`src/rtl/output_arbiter.sv`:
```
// Round-robin arbiter for four requesters that share one 8-bit output register.
// Optional HOLD phase after each write is enabled by defining OUTPUT_ARBITER_HOLD_EN.
module output_arbiter #(
  parameter int unsigned HOLD_CYCLES = 4
) (
  input  logic        reg_clk,
  input  logic        reg_rst_n,
  input  logic [3:0]  req,
  input  logic [31:0] req_data,
  output logic [3:0]  ack,
  output logic [7:0]  out_data,
  output logic        out_en,
  output logic [1:0]  grant_id,
  output logic        busy
);

`ifdef OUTPUT_ARBITER_HOLD_EN
  typedef enum logic [1:0] {
    IDLE  = 2'd0,
    WRITE = 2'd1,
    HOLD  = 2'd2
  } state_t;
`else
  typedef enum logic [0:0] {
    IDLE  = 1'b0,
    WRITE = 1'b1
  } state_t;
`endif

  state_t      r_state;
  state_t      w_state_nxt;
  logic [1:0]  r_last;
  logic [1:0]  w_last_nxt;
  logic [7:0]  r_data;
  logic [7:0]  w_data_nxt;
  logic        r_en;
  logic        w_en_nxt;
  logic [3:0]  r_ack;
  logic [3:0]  w_ack_nxt;
  logic [1:0]  r_gid;
  logic [1:0]  w_gid_nxt;
  logic        r_busy;
  logic        w_busy_nxt;
  logic [1:0]  w_win;
`ifdef OUTPUT_ARBITER_HOLD_EN
  logic [7:0]  r_cnt;
  logic [7:0]  w_cnt_nxt;
`endif

  // Walk last+4 down to last+1 so the nearest requester after last wins.
  always_comb begin
    w_win = r_last;
    for (int k = 4; k >= 1; k--) begin
      if (req[r_last + k[1:0]])
        w_win = r_last + k[1:0];
    end
  end

  always_comb begin
    w_state_nxt = r_state;
    w_last_nxt  = r_last;
    w_data_nxt  = r_data;
    w_en_nxt    = 1'b0;
    w_ack_nxt   = 4'b0000;
    w_gid_nxt   = r_gid;
`ifdef OUTPUT_ARBITER_HOLD_EN
    w_cnt_nxt   = r_cnt;
`endif
    unique case (r_state)
      IDLE: begin
        if (|req) begin
          w_state_nxt = WRITE;
          w_last_nxt  = w_win;
          w_data_nxt  = req_data[{w_win, 3'b000} +: 8];
          w_en_nxt    = 1'b1;
          w_ack_nxt   = 4'b0001 << w_win;
          w_gid_nxt   = w_win;
        end
      end
      WRITE: begin
`ifdef OUTPUT_ARBITER_HOLD_EN
        w_state_nxt = HOLD;
        w_cnt_nxt   = 8'(HOLD_CYCLES);
`else
        w_state_nxt = IDLE;
`endif
      end
`ifdef OUTPUT_ARBITER_HOLD_EN
      HOLD: begin
        w_cnt_nxt = r_cnt - 8'd1;
        if (r_cnt <= 8'd1) begin
          w_state_nxt = IDLE;
          w_cnt_nxt   = 8'd0;
        end
      end
`endif
      default: w_state_nxt = IDLE;
    endcase
    w_busy_nxt = (w_state_nxt != IDLE);
  end

  always_ff @(posedge reg_clk) begin
    if (!reg_rst_n) begin
      r_state <= IDLE;
      r_last  <= 2'd3;
      r_data  <= 8'h00;
      r_en    <= 1'b0;
      r_ack   <= 4'b0000;
      r_gid   <= 2'd0;
      r_busy  <= 1'b0;
`ifdef OUTPUT_ARBITER_HOLD_EN
      r_cnt   <= 8'd0;
`endif
    end else begin
      r_state <= w_state_nxt;
      r_last  <= w_last_nxt;
      r_data  <= w_data_nxt;
      r_en    <= w_en_nxt;
      r_ack   <= w_ack_nxt;
      r_gid   <= w_gid_nxt;
      r_busy  <= w_busy_nxt;
`ifdef OUTPUT_ARBITER_HOLD_EN
      r_cnt   <= w_cnt_nxt;
`endif
    end
  end

  assign ack      = r_ack;
  assign out_data = r_data;
  assign out_en   = r_en;
  assign grant_id = r_gid;
  assign busy     = r_busy;

endmodule

```
`config.mk`:
```
export PLATFORM = sky130hd
export DESIGN_NAME = output_arbiter
export DESIGN_NICKNAME = d
export VERILOG_FILES = /design/src/rtl/output_arbiter.sv
export SDC_FILE = /design/constraint.sdc
export NUM_CORES = 1
export LEC_CHECK = 0
export CORE_MARGIN = 4
export CORE_UTILIZATION = 40
export CTS_CLUSTER_SIZE = 10
export DETAILED_ROUTE_END_ITERATION = 16
export GPL_ROUTABILITY_DRIVEN = 0
export MAX_ROUTING_LAYER = met4
export PLACE_DENSITY = 0.89
export SYNTH_ARGS = -nofsm -noshare
export SYNTH_HDL_FRONTEND = slang
export SYNTH_SLANG_ARGS = --single-unit
```
`constraint.sdc`:
```
create_clock -name reg_clk -period 3.9 [get_ports reg_clk]
set_input_delay 0.39 -clock reg_clk [delete_from_list [all_inputs] [get_ports reg_clk]]
set_output_delay 0.39 -clock reg_clk [all_outputs]
set_load 0.005 [all_outputs]
```
Word level (Yosys, flattened, before mapping):

Index checks and enable logic that the tools add are counted.

* mux-type cells: 11
* shift operators: 2
* $mul: 0
* magnitude comparators: 3
* bitwise operators: 3
* reductions and logical operators: 4
* divide/modulo/power cells: 0
* equal/unequal tests: 0
* add/sub/neg operators: 3

Operator list (count)
* $shiftx 32x6->8: 1
* $lt 2x3->1 const B: 3
* $bmux 1 s2: 3
* $mux 2: 3
* $add 2x2->2 const B: 2
* $mux 1: 4
* $reduce_or 4->1: 1
* $shl 1x2->4 const A: 1
* $not 1->1: 3
* $reduce_or 3->1: 1
* $add 2x1->2 const B: 1
* $pmux 1 s2: 1
* $reduce_and 2->1: 1
* $reduce_or 2->1: 1

* bits in latches: 0
* memories: 0
* word-level logic and storage cells: 32
* bits in read-only memories: 0
* bits in writable memories: 0
* bits in registers: 18
* output and inout bits: 16
* input port bits: 38

Longest topological paths before layout:

* depth in word-level cells: 7
* depth in mapped cells: 7
* gate-level depth less buffers: 5

Least setup slack after synthesis:

Ideal clock, no wire load.

* kind: reg2reg
* start point: register r_last[1]
* end point: register r_data[0], in the netlist out_data[0]
* slack: 2.285 ns
* data required time: 3.763 ns
* arrival: 1.477 ns
* path buffers: 2
* stages on the path, launching flop included: 8
* clock period less this slack: 1.615 ns
* library setup time: 0.137 ns
* cell sequence: dfxtp_1 -> buf_6 -> mux2i_2 -> nor2_2 -> nor3_4 -> buf_8 -> mux2i_1 -> o221ai_1

* word-level cells in the longest chain between the ends: 7
* elaborated cells between the ends (all ways): 13
* classes of those cells: add/sub: 3; shift: 1; mux: 9

RTL lines
* start, declared: line 32 `logic [1:0] r_last;`
* start signal, assigned: line 116 `r_last <= w_last_nxt;`
* $add 2x2->2: line 54, 55
* $bmux 1 s2: line 54 `if (req[r_last + k[1:0]])`
* $mux 1 (not written as such): line 54
* $mux 2 (2 in a row): line 54
* $mux 2 *: line 54
* $shiftx 32x6->8 *: line 74 `w_data_nxt = req_data[{w_win, 3'b000} +: 8];`
* end signal, assigned: line 117 `r_data <= w_data_nxt;`
* end, declared: line 34 `logic [7:0] r_data;`

Mark *: on every way between the ends. The rest lies on a longest branch, timed or not. The select of a mux whose other input is x is not followed.
A chain may end at the register's enable or synchronous reset.

Worst setup path after layout:

* start point: input port req[0]
* end point: register r_data[2], in the netlist out_data[2]

* word-level cells in the longest chain between the ends: 6
* elaborated cells between the ends (all ways): 12
* classes of those cells: shift: 1; mux: 9; reduce/logical: 2

RTL lines
* start, declared: line 8 `input logic [3:0] req,`
* $bmux 1 s2: line 54
* $mux 1 (not written as such): line 54
* $mux 2 (3 in a row): line 54
* $shiftx 32x6->8: line 74

Parallel ways exist; a longest one is shown, timed or not. The select of a mux whose other input is x is not followed.

==> summary.md <==
| Metric | Value |
|---|---|
| Fin area | around 0.0015 mm^2 |
| Worst setup EP type | flop |
| Synthesized Nets | 140 |
| Reg2reg end | out_data[2] |
| Final setup violating endpoints | 0 |
| Clk Latency, worst-skew pair | roughly 290 ps |
| Worst r2r path cells | 5 |
| Ys Warns | 0 |
| Number of global-route vias before repair | approximately 1000 |
| Cell count after synthesis | 102 |
| Worst-Margin Slew | between 700 and 800 ps |
| Psw | roughly 0.14 mW |
| Ant. Diodes | 0 |
| Clock transition at the registers of the reported paths | roughly 100 ps |
| RSZ-0062 raised after global routing | false |
| Largest net degree at the start of global routing | 15 |
| Final Cycle Share | approximately 53% |
| Switching Share | 29.62% |
| Post-Syn Area | ~950 um^2 |
| CP max stage cell | nor3_4 |
| Port Buffers | 53 |
| Share of power burned in combinational logic | between 30% and 40% |
| Share of the synthesized area in the top cell type | 35.88% |
| Hold_ws | between 500 and 600 ps |
| Initial antenna violation count | 0 |
| Hold path cells | 2 |
| Min cycle time layout | roughly 2100 ps |
| Setup ws final | ~1800 ps |
| Clock power frac | between 10% and 20% |
| Max Buffers Root-to-Sink | 2 |
| Internal power | roughly 0.34 mW |
| Worst path cell trace | clkdlybuf4s50_1 > nand2b_1 > a21oi_4 > nor3_4 > mux2i_1 > o221ai_1 |
| Die Y | around 57 um |
| Critical Path Fanout Max | 13 |
| Crit Path Class | in -> reg |
| ANT nets after route | 0 |
| Hold path startpoint | out_data[4] |
| Global-route wire length before repair | around 4.4 mm |
| Largest stage delay on the critical path | ~630 ps |
| Htree depth | 1 |
| Slew HR | 52.19% |
| Power per Cell Area | approximately 330 mW/mm^2 |
| Vias | roughly 980 |
| Required @ worst endpoint | around 4000 ps |
| Max Cap Viol | 0 |
| WP data arrival | 2230 ps |
| Die area | 0.003214 mm^2 |
| CP Launch Type | input pin |
| Placed instance count | 175 |
| IO Pins | between 50 and 60 |
| DR WL/cell | about 15 um |
| Static Leak | between 0.5 and 0.6 nW |
| Placed inst area | roughly 0.0015 mm^2 |
| Post-synthesis sequential area ratio | a little over a third |
| Synth area leaders | dfxtp_1, mux2i_1, nand3_1, a21o_1, o211ai_1 |
| Hold_buf cts | 0 |
| Width of the die | about 57 um |
| Final wirelength | roughly 2.7 mm |
| Dominant cell type by area after synthesis | dfxtp_1 |
| Pre-CTS WS | 1477 ps |
| HPWL Detailed | between 2 and 2.5 mm |
| Sequential Power Share | a little over two fifths |
| First-pass iteration count of the detailed router | 4 |
| F_max | roughly 480 MHz |
| Yosys cell types | 30 |
| Worst Hold Class | reg -> reg |
| CTS Buf Count | 3 |
| Total Neg Setup Slack | 0 ps |
| Via/cell ratio | 5.486 |
| Slew Viols, Final | 0 |
| FF+latch count, synth | 17 |
| Grt ovf | 0 |
| Initial Util | 42.47% |
| Most common cell after layout, fill and taps aside | clkdlybuf4s50_1 |
| CTS tree | done |
| Most frequent cells in the layout | clkdlybuf4s50_1, dfxtp_1, mux2i_1 |
| Hold Fails Final Rpt | 0 |
| Status | finished clean |
| CTS resizes | 0 |
| Initial DRC Count | 32 |
| Ratio of cells with drive above 1 in the final layout | under 10% |
| Final std cells w/o fill | 179 |
| Clock Sinks | 17 |
| GR Util All Layers | ~17% |
| R2r startpoint | r_last[1] |
| Post-CTS Setup Inserts | 0 |
| Residual DRC | 0 |
| R2r setup slk | about 1900 ps |
| Average cell area after synthesis | approximately 9.3 um^2 |
| Final clock skew | ~8.7 ps |
| Maximum VDD drop | around 0.23 mV |
| Area grow syn2layout | 56.73% |
| Core area | between 0.002 and 0.0025 mm^2 |
| # nets final | 190 |
| Hold path endpoint | out_data[4] |
| CTS Root Cell | clkbuf_4 |
| Row count | 17 |
| Layout fillers | 193 |
-- Yosys cell counts --
cell	number
or3_1	1
o31ai_2	1
nor2_1	8
nand3b_1	1
nand4_1	5
o211ai_1	6
o21ai_0	3
buf_4	1
mux2i_2	1
and3b_2	2
nor3_4	1
nor2_2	1
clkbuf_1	3
and2_1	1
a21oi_1	2
nor2b_1	1
nor4_1	1
buf_6	1
or2_2	2
a21oi_4	1
mux2i_1	11
o31ai_1	5
nand2b_1	3
dfxtp_1	17
o221ai_1	3
nand3_1	10
buf_2	2
a21o_1	6
nand2_1	1
buf_8	1
-- final cells by class --
cell class / instances / area [um^2] / share of cell area, %
multi-input combinational: 77 / 553.0 / 37.21
sequential: 17 / 340.3 / 22.90
tap: 28 / 35.03 / 2.357
timing repair buffer: 53 / 530.5 / 35.69
clock inverter: 1 / 5.005 / 0.3367
clock buffer: 3 / 22.52 / 1.515
-- cells by family (layout without fill, tap and decap cells) --
| group | count (synthesis) | count (layout) | share of synthesized area, % |
|---|---|---|---|
| multiplexers | 12 | 12 | 13.06 |
| AND/OR/NAND/NOR | 38 | 38 | 23.35 |
| buffers and inverters | 8 | 57 | 5.804 |
| flip-flops | 17 | 17 | 35.88 |
| AO/OA/AOI/OAI | 27 | 27 | 21.90 |
-- how the worst max path moves through the flow --
| stage | slack (ps) | startpoint | endpoint | depth (start not counted) |
|---|---|---|---|---|
| 3_5_place_dp | 1480 | req[0] | out_data[2] | 6 |
| 3_3_place_gp | 1580 | req[0] | out_data[7] | 6 |
| 4_1_cts | 1800 | req[0] | out_data[2] | 6 |
| 2_1_floorplan | 2290 | r_last[1] | out_data[0] | 7 |
| 6_report | 1830 | req[0] | out_data[2] | 6 |
| 5_1_grt | 1640 | req[0] | out_data[1] | 6 |
-- per-stage QoR --
step | total power [mW] | util [%]
finish | 0.4853 | 66.55
global route | 0.5139 | 66.55
CTS | 0.4906 | 66.55
detailed placement | 0.3954 | 65.32
global placement | 0.3906 | 65.32
floorplan | 0.3069 | -
-- routing by layer --
layer | global-route usage [%] | up-vias | routed length [um] | share of wire, %
li1 | - | 487 | - | -
met1 | 19.78 | 442 | 1191 | 44
met2 | 28.38 | 49 | 1238 | 46
met3 | 6.207 | 4 | 221 | 8.2
met4 | 5.763 | 0 | 29 | 1.1
met5 | - | - | 0 | 0
-- power groups by stage --
stage	clock network, mW	registers (mW)	logic, mW
final	0.0943	0.211	0.180
after global routing	0.104	0.214	0.195
after CTS	0.0977	0.211	0.182
after detailed placement	0	0.215	0.181
after global placement	0	0.215	0.176
after floorplan	0	0.213	0.0941
-- flip-flops by register name, summed over array words and instances (netlist names) --
signal,cells
out_data,8
ack,4
grant_id,2
r_last,2
out_en,1
-- worst max-delay path: cells and delay by family --
kind            cells  cell delay [ps]
buf+inv             1              520
mux                 1              260
compound gates      2              230
simple gates        2              820
No activity file was read; power rests on OpenSTA's default activity.
